==> config.mk <==
export PLATFORM = sky130hd
export DESIGN_NAME = apb_initiator_flat
export DESIGN_NICKNAME = d
export VERILOG_FILES = /design/src/rtl/apb_initiator_pkg.sv /design/src/rtl/apb_initiator_if.sv /design/src/rtl/apb_wait_timer.sv /design/src/rtl/apb_initiator.sv /design/src/flat_wrapper.sv
export SDC_FILE = /design/constraint.sdc
export NUM_CORES = 1
export LEC_CHECK = 0
export CAP_MARGIN = 20
export CORE_MARGIN = 2
export CORE_UTILIZATION = 40
export CTS_BUF_LIST = sky130_fd_sc_hd__clkbuf_16
export DETAILED_ROUTE_END_ITERATION = 8
export GPL_TIMING_DRIVEN = 0
export MAX_ROUTING_LAYER = met4
export PLACE_DENSITY = 0.83
export SLEW_MARGIN = 20
export SYNTH_ARGS = -nofsm -noshare
export SYNTH_HDL_FRONTEND = slang
export SYNTH_SLANG_ARGS = --single-unit
==> constraint.sdc <==
create_clock -name clk -period 2.2 [get_ports clk]
set_clock_uncertainty 0.2 [all_clocks]
set_input_delay 0.22 -clock clk [delete_from_list [all_inputs] [get_ports clk]]
set_output_delay 0.22 -clock clk [all_outputs]
set_load 0.005 [all_outputs]
==> src/rtl/apb_initiator_pkg.sv <==
// Shared types and constants for the APB initiator: FSM encoding, default widths,
// and the timer register file offsets used by benches and sequencers.
package apb_initiator_pkg;

    localparam int APB_ADDR_W      = 12;
    localparam int APB_DATA_W      = 32;
    localparam int APB_TIMEOUT_DEF = 16;

    typedef enum logic [1:0] {
        IDLE   = 2'd0,
        SETUP  = 2'd1,
        ACCESS = 2'd2,
        RESP   = 2'd3
    } state_t;

    localparam logic [APB_ADDR_W-1:0] TCR   = 12'h000;
    localparam logic [APB_ADDR_W-1:0] TDR0  = 12'h004;
    localparam logic [APB_ADDR_W-1:0] TDR1  = 12'h008;
    localparam logic [APB_ADDR_W-1:0] TCMP0 = 12'h00C;
    localparam logic [APB_ADDR_W-1:0] TCMP1 = 12'h010;
    localparam logic [APB_ADDR_W-1:0] TIER  = 12'h014;
    localparam logic [APB_ADDR_W-1:0] TISR  = 12'h018;
    localparam logic [APB_ADDR_W-1:0] THCSR = 12'h01C;

endpackage

==> src/rtl/apb_initiator_if.sv <==
// Command/response handshake plus APB4 bus of the initiator; master = initiator side.
interface apb_initiator_if
    import apb_initiator_pkg::*;
#(
    parameter int ADDR_W = APB_ADDR_W,
    parameter int DATA_W = APB_DATA_W
);
    logic                cmd_valid;
    logic                cmd_ready;
    logic                cmd_write;
    logic [ADDR_W-1:0]   cmd_addr;
    logic [DATA_W-1:0]   cmd_wdata;
    logic [DATA_W/8-1:0] cmd_strb;

    logic                rsp_valid;
    logic                rsp_ready;
    logic [DATA_W-1:0]   rsp_rdata;
    logic                rsp_err;
    logic                rsp_timeout;

    logic                psel;
    logic                penable;
    logic                pwrite;
    logic [ADDR_W-1:0]   paddr;
    logic [DATA_W-1:0]   pwdata;
    logic [DATA_W/8-1:0] pstrb;
    logic [DATA_W-1:0]   prdata;
    logic                pready;
    logic                pslverr;

    modport master (
        input  cmd_valid, cmd_write, cmd_addr, cmd_wdata, cmd_strb, rsp_ready,
               prdata, pready, pslverr,
        output cmd_ready, rsp_valid, rsp_rdata, rsp_err, rsp_timeout,
               psel, penable, pwrite, paddr, pwdata, pstrb
    );

    modport slave (
        output cmd_valid, cmd_write, cmd_addr, cmd_wdata, cmd_strb, rsp_ready,
               prdata, pready, pslverr,
        input  cmd_ready, rsp_valid, rsp_rdata, rsp_err, rsp_timeout,
               psel, penable, pwrite, paddr, pwdata, pstrb
    );

endinterface

==> src/rtl/apb_wait_timer.sv <==
// Watchdog for APB wait states: counts stalled ACCESS cycles, flags the last allowed one.
// Latency: expired is a decode of the count register, no input-to-output path.
// Backpressure: counting stops once expired until the next clear.
module apb_wait_timer
    import apb_initiator_pkg::*;
#(
    parameter int CYCLES = APB_TIMEOUT_DEF
) (
    input  logic clk,
    input  logic rst_n,
    input  logic clear,
    input  logic enable,
    output logic expired
);
    localparam int CNT_W = $clog2(CYCLES) + 1;

    logic [CNT_W-1:0] count;

    always_ff @(posedge clk or negedge rst_n) begin
        if (!rst_n) begin
            count <= '0;
        end else if (clear) begin
            count <= '0;
        end else if (enable && !expired) begin
            count <= count + 1'b1;
        end
    end

    assign expired = (count == CNT_W'(CYCLES - 1));

endmodule

==> src/rtl/apb_initiator.sv <==
// APB4 single-outstanding requester: command -> SETUP/ACCESS -> response. Optional APB_TIMEOUT_EN watchdog.
// Latency: cmd accepted cycle 0, SETUP 1, ACCESS 2, rsp_valid 3 plus one cycle per pready=0 wait state.
// Backpressure: cmd_ready only in IDLE; the response is held stable until rsp_ready.
module apb_initiator
    import apb_initiator_pkg::*;
#(
    parameter int ADDR_W         = APB_ADDR_W,
    parameter int DATA_W         = APB_DATA_W,
    parameter int TIMEOUT_CYCLES = APB_TIMEOUT_DEF
) (
    input  logic            clk,
    input  logic            rst_n,
    apb_initiator_if.master bus
);
    localparam int STRB_W = DATA_W / 8;

    typedef struct packed {
        logic              write;
        logic [ADDR_W-1:0] addr;
        logic [DATA_W-1:0] wdata;
        logic [STRB_W-1:0] strb;
    } cmd_t;

    if (TIMEOUT_CYCLES < 2) begin : g_bad_timeout
        $error("apb_initiator: TIMEOUT_CYCLES must be at least 2");
    end

    state_t            state;
    state_t            state_nxt;
    cmd_t              cmd_q;
    logic [DATA_W-1:0] rsp_rdata_q;
    logic              rsp_err_q;
    logic              rsp_timeout_q;
    logic              timeout_hit;

`ifdef APB_TIMEOUT_EN
    apb_wait_timer #(
        .CYCLES (TIMEOUT_CYCLES)
    ) u_wait_timer (
        .clk     (clk),
        .rst_n   (rst_n),
        .clear   (state == SETUP),
        .enable  ((state == ACCESS) && !bus.pready),
        .expired (timeout_hit)
    );
`else
    assign timeout_hit = 1'b0;
`endif

    always_ff @(posedge clk or negedge rst_n) begin
        if (!rst_n) begin
            state <= IDLE;
        end else begin
            state <= state_nxt;
        end
    end

    always_comb begin
        state_nxt = state;
        case (state)
            IDLE:    if (bus.cmd_valid) state_nxt = SETUP;
            SETUP:   state_nxt = ACCESS;
            ACCESS:  if (bus.pready || timeout_hit) state_nxt = RESP;
            RESP:    if (bus.rsp_ready) state_nxt = IDLE;
            default: state_nxt = IDLE;
        endcase
    end

    // Read transfers keep pstrb at zero, so the mask is applied at capture time.
    always_ff @(posedge clk or negedge rst_n) begin
        if (!rst_n) begin
            cmd_q <= '0;
        end else if (state == IDLE && bus.cmd_valid) begin
            cmd_q.write <= bus.cmd_write;
            cmd_q.addr  <= bus.cmd_addr;
            cmd_q.wdata <= bus.cmd_wdata;
            cmd_q.strb  <= bus.cmd_write ? bus.cmd_strb : '0;
        end
    end

    // pready wins over a watchdog expiry landing in the same cycle.
    always_ff @(posedge clk or negedge rst_n) begin
        if (!rst_n) begin
            rsp_rdata_q   <= '0;
            rsp_err_q     <= 1'b0;
            rsp_timeout_q <= 1'b0;
        end else if (state == ACCESS) begin
            if (bus.pready) begin
                rsp_rdata_q   <= cmd_q.write ? '0 : bus.prdata;
                rsp_err_q     <= bus.pslverr;
                rsp_timeout_q <= 1'b0;
            end else if (timeout_hit) begin
                rsp_rdata_q   <= '0;
                rsp_err_q     <= 1'b1;
                rsp_timeout_q <= 1'b1;
            end
        end
    end

    assign bus.cmd_ready   = (state == IDLE);
    assign bus.rsp_valid   = (state == RESP);
    assign bus.rsp_rdata   = rsp_rdata_q;
    assign bus.rsp_err     = rsp_err_q;
    assign bus.rsp_timeout = rsp_timeout_q;

    assign bus.psel    = (state == SETUP) || (state == ACCESS);
    assign bus.penable = (state == ACCESS);
    assign bus.pwrite  = cmd_q.write;
    assign bus.paddr   = cmd_q.addr;
    assign bus.pwdata  = cmd_q.wdata;
    assign bus.pstrb   = cmd_q.strb;

endmodule

==> src/flat_wrapper.sv <==
// flat-port wrapper written by rule: the top's interface ports become plain ports
module apb_initiator_flat import apb_initiator_pkg::*;
#(
    parameter int ADDR_W         = APB_ADDR_W,
    parameter int DATA_W         = APB_DATA_W,
    parameter int TIMEOUT_CYCLES = APB_TIMEOUT_DEF
)
  (clk, rst_n, bus_cmd_valid, bus_cmd_write, bus_cmd_addr, bus_cmd_wdata, bus_cmd_strb, bus_rsp_ready, bus_prdata, bus_pready, bus_pslverr, bus_cmd_ready, bus_rsp_valid, bus_rsp_rdata, bus_rsp_err, bus_rsp_timeout, bus_psel, bus_penable, bus_pwrite, bus_paddr, bus_pwdata, bus_pstrb);
  apb_initiator_if #(.ADDR_W(ADDR_W), .DATA_W(DATA_W)) bus_i ();
  input  logic clk;
  input  logic rst_n;
  input wire logic [$bits(bus_i.cmd_valid)-1:0] bus_cmd_valid;
  input wire logic [$bits(bus_i.cmd_write)-1:0] bus_cmd_write;
  input wire logic [$bits(bus_i.cmd_addr)-1:0] bus_cmd_addr;
  input wire logic [$bits(bus_i.cmd_wdata)-1:0] bus_cmd_wdata;
  input wire logic [$bits(bus_i.cmd_strb)-1:0] bus_cmd_strb;
  input wire logic [$bits(bus_i.rsp_ready)-1:0] bus_rsp_ready;
  input wire logic [$bits(bus_i.prdata)-1:0] bus_prdata;
  input wire logic [$bits(bus_i.pready)-1:0] bus_pready;
  input wire logic [$bits(bus_i.pslverr)-1:0] bus_pslverr;
  output wire logic [$bits(bus_i.cmd_ready)-1:0] bus_cmd_ready;
  output wire logic [$bits(bus_i.rsp_valid)-1:0] bus_rsp_valid;
  output wire logic [$bits(bus_i.rsp_rdata)-1:0] bus_rsp_rdata;
  output wire logic [$bits(bus_i.rsp_err)-1:0] bus_rsp_err;
  output wire logic [$bits(bus_i.rsp_timeout)-1:0] bus_rsp_timeout;
  output wire logic [$bits(bus_i.psel)-1:0] bus_psel;
  output wire logic [$bits(bus_i.penable)-1:0] bus_penable;
  output wire logic [$bits(bus_i.pwrite)-1:0] bus_pwrite;
  output wire logic [$bits(bus_i.paddr)-1:0] bus_paddr;
  output wire logic [$bits(bus_i.pwdata)-1:0] bus_pwdata;
  output wire logic [$bits(bus_i.pstrb)-1:0] bus_pstrb;
  assign bus_i.cmd_valid = bus_cmd_valid;
  assign bus_i.cmd_write = bus_cmd_write;
  assign bus_i.cmd_addr = bus_cmd_addr;
  assign bus_i.cmd_wdata = bus_cmd_wdata;
  assign bus_i.cmd_strb = bus_cmd_strb;
  assign bus_i.rsp_ready = bus_rsp_ready;
  assign bus_i.prdata = bus_prdata;
  assign bus_i.pready = bus_pready;
  assign bus_i.pslverr = bus_pslverr;
  assign bus_cmd_ready = bus_i.cmd_ready;
  assign bus_rsp_valid = bus_i.rsp_valid;
  assign bus_rsp_rdata = bus_i.rsp_rdata;
  assign bus_rsp_err = bus_i.rsp_err;
  assign bus_rsp_timeout = bus_i.rsp_timeout;
  assign bus_psel = bus_i.psel;
  assign bus_penable = bus_i.penable;
  assign bus_pwrite = bus_i.pwrite;
  assign bus_paddr = bus_i.paddr;
  assign bus_pwdata = bus_i.pwdata;
  assign bus_pstrb = bus_i.pstrb;
  apb_initiator #(.ADDR_W(ADDR_W), .DATA_W(DATA_W), .TIMEOUT_CYCLES(TIMEOUT_CYCLES)) u_core (.clk(clk), .rst_n(rst_n), .bus(bus_i));
endmodule
==> flow_summary.yaml <==
clock_network:
  clockRootBuffer: "clkbuf_16"
  cts_tree: "built"
  insertion_delay_ns: 0.32
  cts_buffers: 9
  cts_resized: 0
  cts_buffer_depth: 2
  clkSinkCount: 84
  clkTransAtPathRegs_ns: 0.06
  htree_levels: 3
timing:
  rsz0062_at_grt: "no"
  tns_ns: 0
  worst_slew_pin_slew_ns: 0.604
  relSlewSlack: 0.598
  min_period_ns: 2.02
  layout_setup_ws_ns: 0.181
  period_share: 0.918
  report.final.slew_viol_count: 0
  setup_viol: 0
  final_hold_viol_count: 0
  max_freq_mhz: 495
layout:
  final_common_cell: "clkdlybuf4s50_1"
  diodes: 0
  drive_above_1_share: 0.164
  fin_nets: 543
  synthToLayoutAreaGrowth_pct: 64.4
  design_area_mm2: 0.00553
  multiInputGateArea_mm2: 0.00114
  seqCellArea_mm2: 0.00210
  fill_cells: 626
  final_cells: 563
  final_cell_mix: "171 x clkdlybuf4s50_1, 84 x dfrtp_1, 47 x mux2_2"
yosys:
  synth_top_area_share: 0.625
  avgSynthCellArea_um2: 12.5
  synth.distinct_cells: 17
  yosysTopAreaCell: "dfrtp_1"
  seq_area_frac_synth: 0.625
  syn_inst: 268
  synth_area_mm2: 0.00336
  ys_warn_count: 0
  ys_seq_elements: 84
  synth_fp_nets: 358
  synth.area.top_cells: "dfrtp_1 63%, mux2_2 16%, nand2b_1 6.0%"
detailed_routing:
  viasPerCell: 4.69
  drtIter0Drc: 84
  ant_nets: 0
  wl_per_cell_um: 14.6
  routed_wl_um: 8240
  drt-pass1-iter-count: 4
  vias: 2642
  drc: 0
power_and_ir_drop:
  p_leak_nw: 2.38
  ir_drop_uv: 578
  power_density_mw_per_mm2: 1350
  power_mw: 7.46
placed_design:
  place_congestion: 0.746
  port_buffers: 172
  hpwl_um: 6390
  dpl-instance-area_mm2: 0.00523
  dp_slack_ns: 0.375
  place_inst: 546
floorplan:
  die_y_um: 95.7
  fp-row-count: 33
  io_pins: 174
  die-area_mm2: 0.00915
  start_util: 0.411
  dieWidth_um: 95.7
  core_mm2: 0.00818
critical_path:
  crit_type: "reg2out"
  required_ns: 1.78
  critPathLaunchType: "flip-flop"
  worstPathArrival_ns: 1.60
  end_kind: "primary output"
  path_max_fanout: 4
run:
  max_cap_violations: 0
global_routing:
  grtUsageTotal: 0.185
  grt_first_pass_wirelength_um: 12900
  overflow: 0
  antenna_found_initial: 0
  grt_start_max_net_pins: 49
  grt_pass1_vias: 2738
status:
  status: "completed"
hold_path:
  hp-class: "in2reg"
[cell usage after synthesis]
cell type and number:
a221oi_1 1, buf_2 5, buf_4 2, buf_6 3
clkbuf_1 5, clkbuf_8 1, conb_1 1, dfrtp_1 84
ha_1 3, inv_1 4, mux2_2 47, nand2_1 41
nand2_2 1, nand2b_1 32, nor2b_1 1, o21ai_0 36
o32a_2 1
[power breakdown]
part	internal, mW	leakage (nW)	switching [mW]	total [mW]
registers	2.31	1.04	0.410	2.72
logic	2.21	1.19	1.10	3.31
clock network	0.865	0.149	0.563	1.43
[layout make-up]
cell class	count	share of cell area
clock inverter	7	0.0109
multi-input combinational	164	0.206
timing repair buffer	174	0.317
inverter	4	0.00272
sequential	84	0.380
clock buffer	9	0.0408
tap	105	0.0238
buffer	16	0.0192
[per-stage QoR]
step	hold slack [ns]	utilization
floorplan	-0.276	-
finish	0.256	0.676
global route	0.273	0.676
CTS	0.249	0.676
detailed placement	0.0733	0.640
global placement	0.262	0.638
[sequential cells by signal (all words and copies together) (netlist names)]
register / cells
u_core.bus.pstrb: 4
u_core.bus.pwrite: 1
u_core.bus.rsp_err: 1
u_core.bus.rsp_rdata: 32
u_core.bus.pwdata: 32
u_core.state: 2
u_core.bus.paddr: 12
[worst paths after layout]
kind | startpoint | endpoint | slack, ns | depth (start not counted)
setup / recovery | u_core.state[1] | bus_psel | 0.18 | 3
setup reg to reg | u_core.state[0] | u_core.bus.paddr[9] | 0.40 | 5
hold / removal | bus_prdata[29] | u_core.bus.rsp_rdata[29] | 0.26 | 3
max in group asynchronous | rst_n | u_core.bus.rsp_rdata[11] | 0.92 | 3
min in group asynchronous | rst_n | u_core.bus.pwdata[3] | 0.27 | 2
hold reg to reg | u_core.bus.rsp_rdata[5] | u_core.bus.rsp_rdata[5] | 0.28 | 2
[cell families (layout without fill, tap and decap cells)]
kind of cell,Yosys count,after routing,synth area share
adders and majority gates,3,3,0.0112
AOI/OAI and AO/OA,38,38,0.0596
buffers and inverters,20,210,0.0361
muxes,47,47,0.157
and+or+nand+nor,75,75,0.109
DFF,84,84,0.625
other,1,1,0.00112
[worst max-delay path: stages (launching register included)]
cell and delay, ns:
dfrtp_1 0.39, inv_1 0.06, ha_1 0.28, clkdlybuf4s50_1 0.55
[routing by layer]
metal | up-vias | GRT usage | share of wire
met1 | 1274 | 0.213 | 0.40
li1 | 1256 | - | -
met2 | 100 | 0.325 | 0.52
met4 | 0 | 0.0667 | 0.015
met5 | - | - | 0
met3 | 12 | 0.0324 | 0.067
[repair_timing]
action	CTS	global route
endpoints found under the hold margin	47	0
hold buffers	1	0
setup buffers	0	0
Note: power is estimated with default switching activity, not from simulation.
